**src/rtl/sram_req_arbiter.sv**
```systemverilog
// Purpose: shares one sram-like memory port between the inst-fetch and load/store masters.
// Latency: zero added cycles on both the request and the response path (both are combinational).
// Backpressure: a request waits on mem_addr_ok; new requests are refused while the owner queue is full.
//
// Ports:
//   clk, reset              - single clock, synchronous active-high reset
//   inst_* / data_*         - upstream sram-like master ports (req/wr/size/wstrb/addr/wdata in,
//                             addr_ok/data_ok/rdata out)
//   mem_*                   - downstream sram-like port (req/wr/size/wstrb/addr/wdata out,
//                             addr_ok/data_ok/rdata in)
//   resp_err                - sticky: a mem_data_ok arrived with nothing outstanding
module sram_req_arbiter #(
    parameter int MAX_OUTSTANDING = 2
) (
    input  logic        clk,
    input  logic        reset,

    input  logic        inst_req,
    input  logic        inst_wr,
    input  logic [1:0]  inst_size,
    input  logic [3:0]  inst_wstrb,
    input  logic [31:0] inst_addr,
    input  logic [31:0] inst_wdata,
    output logic        inst_addr_ok,
    output logic        inst_data_ok,
    output logic [31:0] inst_rdata,

    input  logic        data_req,
    input  logic        data_wr,
    input  logic [1:0]  data_size,
    input  logic [3:0]  data_wstrb,
    input  logic [31:0] data_addr,
    input  logic [31:0] data_wdata,
    output logic        data_addr_ok,
    output logic        data_data_ok,
    output logic [31:0] data_rdata,

    output logic        mem_req,
    output logic        mem_wr,
    output logic [1:0]  mem_size,
    output logic [3:0]  mem_wstrb,
    output logic [31:0] mem_addr,
    output logic [31:0] mem_wdata,
    input  logic        mem_addr_ok,
    input  logic        mem_data_ok,
    input  logic [31:0] mem_rdata,

    output logic        resp_err
);

    localparam int CW = $clog2(MAX_OUTSTANDING) + 1;
    localparam int PW = (MAX_OUTSTANDING > 1) ? $clog2(MAX_OUTSTANDING) : 1;

    localparam logic OWN_INST = 1'b0;
    localparam logic OWN_DATA = 1'b1;

    typedef enum logic [0:0] {
        IDLE = 1'b0,
        HOLD = 1'b1
    } state_t;

    state_t                     state;
    state_t                     state_next;
    logic                       hold_owner;
    logic                       hold_owner_next;
    logic                       owner;

    logic [MAX_OUTSTANDING-1:0] owner_q;
    logic [PW-1:0]              wptr;
    logic [PW-1:0]              rptr;
    logic [CW-1:0]              count;
    logic                       full;
    logic                       push;
    logic                       pop;
    logic                       head_owner;

    // Pointers wrap at MAX_OUTSTANDING explicitly so MAX=1 also works.
    function automatic logic [PW-1:0] ptr_next(input logic [PW-1:0] p);
        if (p == PW'(MAX_OUTSTANDING - 1)) begin
            return '0;
        end
        return p + PW'(1);
    endfunction

    // Registered count only: a pop in this cycle never frees room for a push.
    assign full = (count == CW'(MAX_OUTSTANDING));

    always_comb begin
        state_next      = state;
        hold_owner_next = hold_owner;
        owner           = OWN_INST;
        mem_req         = 1'b0;
        case (state)
            IDLE: begin
                owner   = data_req ? OWN_DATA : OWN_INST;
                mem_req = (data_req | inst_req) & ~full;
                if (mem_req && !mem_addr_ok) begin
                    state_next      = HOLD;
                    hold_owner_next = owner;
                end
            end
            HOLD: begin
                // The held master keeps the port even if the other raises req;
                // the queue had room when the hold began and cannot fill meanwhile.
                owner   = hold_owner;
                mem_req = 1'b1;
                if (mem_addr_ok) begin
                    state_next = IDLE;
                end
            end
            default: begin
                state_next = IDLE;
            end
        endcase
        if (reset) begin
            mem_req = 1'b0;
        end
    end

    assign mem_wr    = (owner == OWN_DATA) ? data_wr    : inst_wr;
    assign mem_size  = (owner == OWN_DATA) ? data_size  : inst_size;
    assign mem_wstrb = (owner == OWN_DATA) ? data_wstrb : inst_wstrb;
    assign mem_addr  = (owner == OWN_DATA) ? data_addr  : inst_addr;
    assign mem_wdata = (owner == OWN_DATA) ? data_wdata : inst_wdata;

    assign push = mem_req & mem_addr_ok;
    assign pop  = mem_data_ok & (count != '0) & ~reset;

    assign inst_addr_ok = push & (owner == OWN_INST);
    assign data_addr_ok = push & (owner == OWN_DATA);

    assign head_owner   = owner_q[rptr];
    assign inst_data_ok = pop & (head_owner == OWN_INST);
    assign data_data_ok = pop & (head_owner == OWN_DATA);
    assign inst_rdata   = mem_rdata;
    assign data_rdata   = mem_rdata;

    always_ff @(posedge clk) begin
        if (reset) begin
            state      <= IDLE;
            hold_owner <= OWN_INST;
            wptr       <= '0;
            rptr       <= '0;
            count      <= '0;
            resp_err   <= 1'b0;
        end else begin
            state      <= state_next;
            hold_owner <= hold_owner_next;
            if (push) begin
                wptr <= ptr_next(wptr);
            end
            if (pop) begin
                rptr <= ptr_next(rptr);
            end
            case ({push, pop})
                2'b10:   count <= count + CW'(1);
                2'b01:   count <= count - CW'(1);
                default: count <= count;
            endcase
            // A response with nothing outstanding is dropped and flagged.
            if (mem_data_ok && (count == '0)) begin
                resp_err <= 1'b1;
            end
        end
    end

    // Queue payload needs no reset: count gates every read of it.
    always_ff @(posedge clk) begin
        if (!reset && push) begin
            owner_q[wptr] <= owner;
        end
    end

endmodule
```
**config.mk**
```make
export PLATFORM = sky130hd
export DESIGN_NAME = sram_req_arbiter
export DESIGN_NICKNAME = d
export VERILOG_FILES = /design/src/rtl/sram_req_arbiter.sv
export SDC_FILE = /design/constraint.sdc
export NUM_CORES = 1
export LEC_CHECK = 0
export BUFFER_PORTS_ARGS = -buffer_cell sky130_fd_sc_hd__buf_2
export CORE_AREA = 2 2 125 127
export CTS_BUF_LIST = sky130_fd_sc_hd__clkbuf_4 sky130_fd_sc_hd__clkbuf_8 sky130_fd_sc_hd__clkbuf_16
export DETAILED_ROUTE_END_ITERATION = 10
export DIE_AREA = 0 0 127 129
export GPL_ROUTABILITY_DRIVEN = 1
export PLACE_DENSITY = 0.42
export SKIP_CTS_REPAIR_TIMING = 1
export SKIP_LAST_GASP = 1
export SYNTH_ARGS = -nofsm -noshare
export SYNTH_HDL_FRONTEND = slang
export SYNTH_SLANG_ARGS = --single-unit
```
**constraint.sdc**
```tcl
create_clock -name clk -period 4.6 [get_ports clk]
set_input_delay 1.38 -clock clk [delete_from_list [all_inputs] [get_ports clk]]
set_output_delay 1.38 -clock clk [all_outputs]
set_load 0.01 [all_outputs]
```
-- After elaboration in Yosys (flattened, before gate mapping)
Cells that the tools add are included.
- output and inout port bits: 141
- input port bits: 180
- bits in registers: 9
- logic and storage cells: 69
- reduce and logical (&&, ||, !) cells: 10
- bitwise operators: 14
- order comparisons: 3
- mux-type cells: 28
- add/sub/neg operators: 4
- equality and inequality tests: 3
- operator list (operator ; count):
    two-way mux 32 bit ; 2
    two-way mux 1 bit ; 18
    bitwise AND 1 bit ; 8
    case mux 1 bit (2 select lines) ; 3
    NOT 1 bit ; 5
    equality test 2 bit, second input constant ; 2
    logical AND 1 bit ; 4
    < comparator 1 x 2 -> 1 bit, second input constant ; 2
    two-way mux 4 bit ; 1
    case mux 2 bit (2 select lines) ; 1
    nonzero test 2 bit ; 2
    adder 1 bit, second input constant ; 2
    adder 2 x 1 -> 2 bit, second input constant ; 1
    bitwise mux 2 bit ; 1
    equality test 2 x 1 -> 1 bit, second input constant ; 1
    logical NOT 1 bit ; 2
    logical NOT 2 bit ; 1
    two-way mux 2 bit ; 1
    AND reduction 2 bit ; 1
    subtractor 2 x 1 -> 2 bit, second input constant ; 1
    demux 1 bit (select 1 bit) ; 1
    >= comparator 1 bit, second input constant ; 1
    OR 1 bit ; 1

-- Depth between registers and ports, before layout
- depth after elaboration: 9
- gate-level depth with buffers: 7
- mapped depth without buffers: 7

-- Least setup slack after synthesis
OpenSTA, ideal clock, no wires.
- path type: input to output
- start point: in data_req
- end point: out mem_addr[0]
- path buffers: 1
- arrival time: 2331 ps
- setup slack: 889 ps
- stages: 3
- required time: 3220 ps
- path through: mux2i_4 buf_8 mux2_4
- longest elaborated chain between the ends: 3
- RTL lines (element ; line ; source):
    start: declaration ; 28 ; input logic data_req,
    two-way mux 1 bit ; 95 ; owner = data_req ? OWN_DATA : OWN_INST;
    case mux 1 bit (2 select lines) ; 93 ; case (state)
    two-way mux 32 bit ; 123 ; assign mem_addr = (owner == OWN_DATA) ? data_addr : inst_addr;
    end: declaration ; 42 ; output logic [31:0] mem_addr,
Every way passes these cells.

-- Final worst setup path
- start point: in data_req
- end point: out mem_wdata[9]
- longest elaborated chain between the ends: 3
- RTL lines (element ; line ; source):
    two-way mux 1 bit ; 95 ;
    case mux 1 bit (2 select lines) ; 93 ;
    two-way mux 32 bit ; 124 ; assign mem_wdata = (owner == OWN_DATA) ? data_wdata : inst_wdata;
    end: declaration ; 43 ; output logic [31:0] mem_wdata,
Every way passes these cells.

==> results.py <==
metrics = {
    "synth": {
        "synth_nets": 379,
        "yosys.area_share.simple": 0.0730,
        "synth_warnings": 0,
        "async_flop_share": 0,
        "synth_top_family_by_area": "multiplexers",
        "synth_edf_count": 2,
        "synth_seq_area_share": 0.0934,
        "yosys.area.top_type": "mux2_4",
        "synth_top_cell_area_share": 0.483,
        "synthAdderAreaFrac": 0.00584,
        "yosys_register_bits": 9,
        "synth_compound_area_frac": 0.0263,
        "yosys-top-cells-area": "mux2_4 48%, buf_4 22%, dfxtp_1 6.5%, buf_8 4.9%, edfxtp_1 2.8%",
        "avgSynthCellArea_um2": 10.8,
        "netlist_area_um2": 2140,
        "synth_xor_area_frac": 0.0123,
        "synth_top_flop_cell": "dfxtp_1",
        "syn_inst": 198,
        "synth.distinct_cells": 32,
        "muxShareOfSynthArea": 0.509,
    },
    "setup_path": {
        "required_ns": 3.22,
        "rrSetupSlack_ns": 2.83,
        "path_class": "input pin to output port",
        "cp-start-kind": "input pin",
        "crit_path_end_kind": "output port",
        "crit_fanout": 52,
        "reg2reg_depth": 6,
        "timing.rr.start": "count[1]",
        "reg2reg_to": "count[1]",
        "cp_data_arrival_time_ns": 2.61,
    },
    "timing": {
        "fmax_mhz": 251,
        "grt_setup_unrepaired": "false",
        "fin_crit_sh": 0.867,
        "clock_skew_ns": 0.00227,
        "hold_viol_final": 0,
        "min_period_ns": 3.99,
        "max_slew.worst_pin.slew_ns": 0.410,
        "slew_headroom": 0.727,
        "hold_slack_ns": 0.464,
        "setup_tns_ns": 0,
        "finalSetupViolations": 0,
        "drv_slew": 0,
    },
    "clocking": {
        "clock_sinks": 9,
        "clock_path_buffers": 2,
        "clockRootBuffer": "clkbuf_16",
        "clk_pin_slew_worst_paths_ns": 0.04,
        "cts_tree": "built",
        "cts_inserted_buffers": 3,
        "cts_max_level": 1,
        "clk_latency_ns": 0.23,
    },
    "drt": {
        "drc": 0,
        "routed_wl_mm": 8.48,
        "firstDrtPassIters": 4,
        "antenna_left": 0,
        "vias_per_cell": 3.65,
        "drtIter0Drc": 55,
        "vias": 1984,
        "avgRoutedWirePerCell_um": 15.6,
    },
    "layout": {
        "final_cells": 543,
        "drive_gt1_frac": 0.856,
        "diodes": 0,
        "syn2layout_area_growth_pct": 40.7,
        "fin_nets": 537,
        "fin_util": 0.201,
        "final_cell_area_um2": 3020,
        "fillers": 1662,
    },
    "hold_path": {
        "holdPathStages": 2,
        "min_from": "resp_err",
        "hold_class": "flop to flop",
        "whs_endpoint": "resp_err",
    },
    "global_route": {
        "track_usage": 0.0887,
        "grt-ovfl-total": 0,
        "grt_max_degree": 53,
        "grt_pass1_wl_mm": 11.0,
        "grt_pass1_vias": 1881,
        "antenna_found_initial": 0,
    },
    "place": {
        "gp_congestion": 0.684,
        "io_buffers": 224,
        "detailed_place.area_um2": 2930,
        "dpl.cell_count": 539,
        "dp_hpwl_mm": 7.37,
    },
    "pwr": {
        "ir_drop_v": 0.0000975,
        "switching_share": 0.323,
        "leakagePower_nw": 1.71,
        "power_frac_seq": 0.162,
        "p_switching_uw": 193,
        "power_density_nw_per_um2": 199,
        "internal-power_uw": 406,
        "pwr-share-clk": 0.264,
        "combPwrFrac": 0.574,
    },
    "floorplanning": {
        "die_h_um": 129,
        "num_rows": 45,
        "die_w_um": 127,
        "core_area_um2": 15000,
        "start_util": 0.143,
        "die-area_um2": 16400,
        "top_level_ports": 321,
    },
    "outcome": {
        "status": "completed",
    },
    "job": {
        "max-cap-violations": 0,
    },
}
==> cell families after synthesis <==
group,after synthesis
xor gates and xnor gates,3
and+or+nand+nor,28
buffers and inverters,75
adders and majority gates,1
DFF,9
muxes,73
AOI/OAI and AO/OA,9
==> area by class of cell <==
cell class              instances  area, µm²  area share
clock buffers                   4       82.6      0.0274
inverters                       2       7.51     0.00249
multi-input cells             114       1340       0.445
flip-flops and latches          9        200      0.0664
well taps                     188        235      0.0780
repair buffers                226       1150       0.381
==> power groups by stage <==
| stage | registers, mW | logic, mW | clock network, mW |
|---|---|---|---|
| floorplan | 0.0967 | 0.265 | 0 |
| global placement | 0.0976 | 0.343 | 0 |
| detailed placement | 0.0981 | 0.345 | 0 |
| CTS | 0.0968 | 0.348 | 0.161 |
| global route | 0.0983 | 0.368 | 0.166 |
| finish | 0.0969 | 0.344 | 0.158 |
==> sequential cells by signal, summed over array words and instances, names as in the netlist <==
register / flops
count: 2
hold_owner: 1
owner_q: 2
resp_err: 1
rptr: 1
state: 1
wptr: 1
==> critical path: stages <==
cell     delay, ns
buf_2         0.12
mux2i_4       0.18
buf_12        0.34
mux2_2        0.38
buf_2         0.14
==> routing by layer <==
layer,part of all wire,GRT usage
met1,0.44,0.120
met5,0,0
met2,0.45,0.138
met4,0.0061,0.0168
met3,0.11,0.0308
==> cells in the mapped netlist, drive strengths merged (2+ instances only) <==
library cell	instances
nor3	3
dfxtp	7
a21oi	2
mux2	71
edfxtp	2
nand2	4
xor2	2
nor2	8
nand3	2
clkbuf	2
mux2i	2
nor2b	2
buf	71
nor4	2
o21ai	3
nor3b	2
inv	2
==> how the worst max path moves through the flow <==
stage                   from            to  slack (ns)  cells after the start
floorplan           data_req   mem_addr[0]        0.89                      3
global placement    data_req  mem_addr[17]        0.64                      5
detailed placement  data_req  data_addr_ok        0.60                      6
CTS                 data_req  mem_wdata[0]        0.61                      5
global route        data_req  mem_wdata[3]        0.56                      5
finish              data_req  mem_wdata[9]        0.61                      5
==> through the flow <==
| stage | total power [mW] | worst slack (ns) |
|---|---|---|
| 3_5_place_dp | 0.444 | 0.604 |
| 2_1_floorplan | 0.362 | 0.889 |
| 4_1_cts | 0.606 | 0.610 |
| 6_report | 0.599 | 0.614 |
| 5_1_grt | 0.632 | 0.561 |
| 3_3_place_gp | 0.440 | 0.637 |
==> cells in the final DEF, fill, tap and decap left out, types with 2 or more instances in the layout <==
cell type  count
a21oi_1        2
buf_2        224
clkbuf_16      3
dfxtp_1        7
edfxtp_1       2
inv_1          2
mux2_2         2
mux2_4        69
nand2_1        4
nand3_1        2
nor2_1         8
nor2b_1        2
nor3_1         2
nor3b_1        2
nor4_1         2
o21ai_0        3
xor2_1         2
Note: power is estimated with default switching activity, not from simulation.
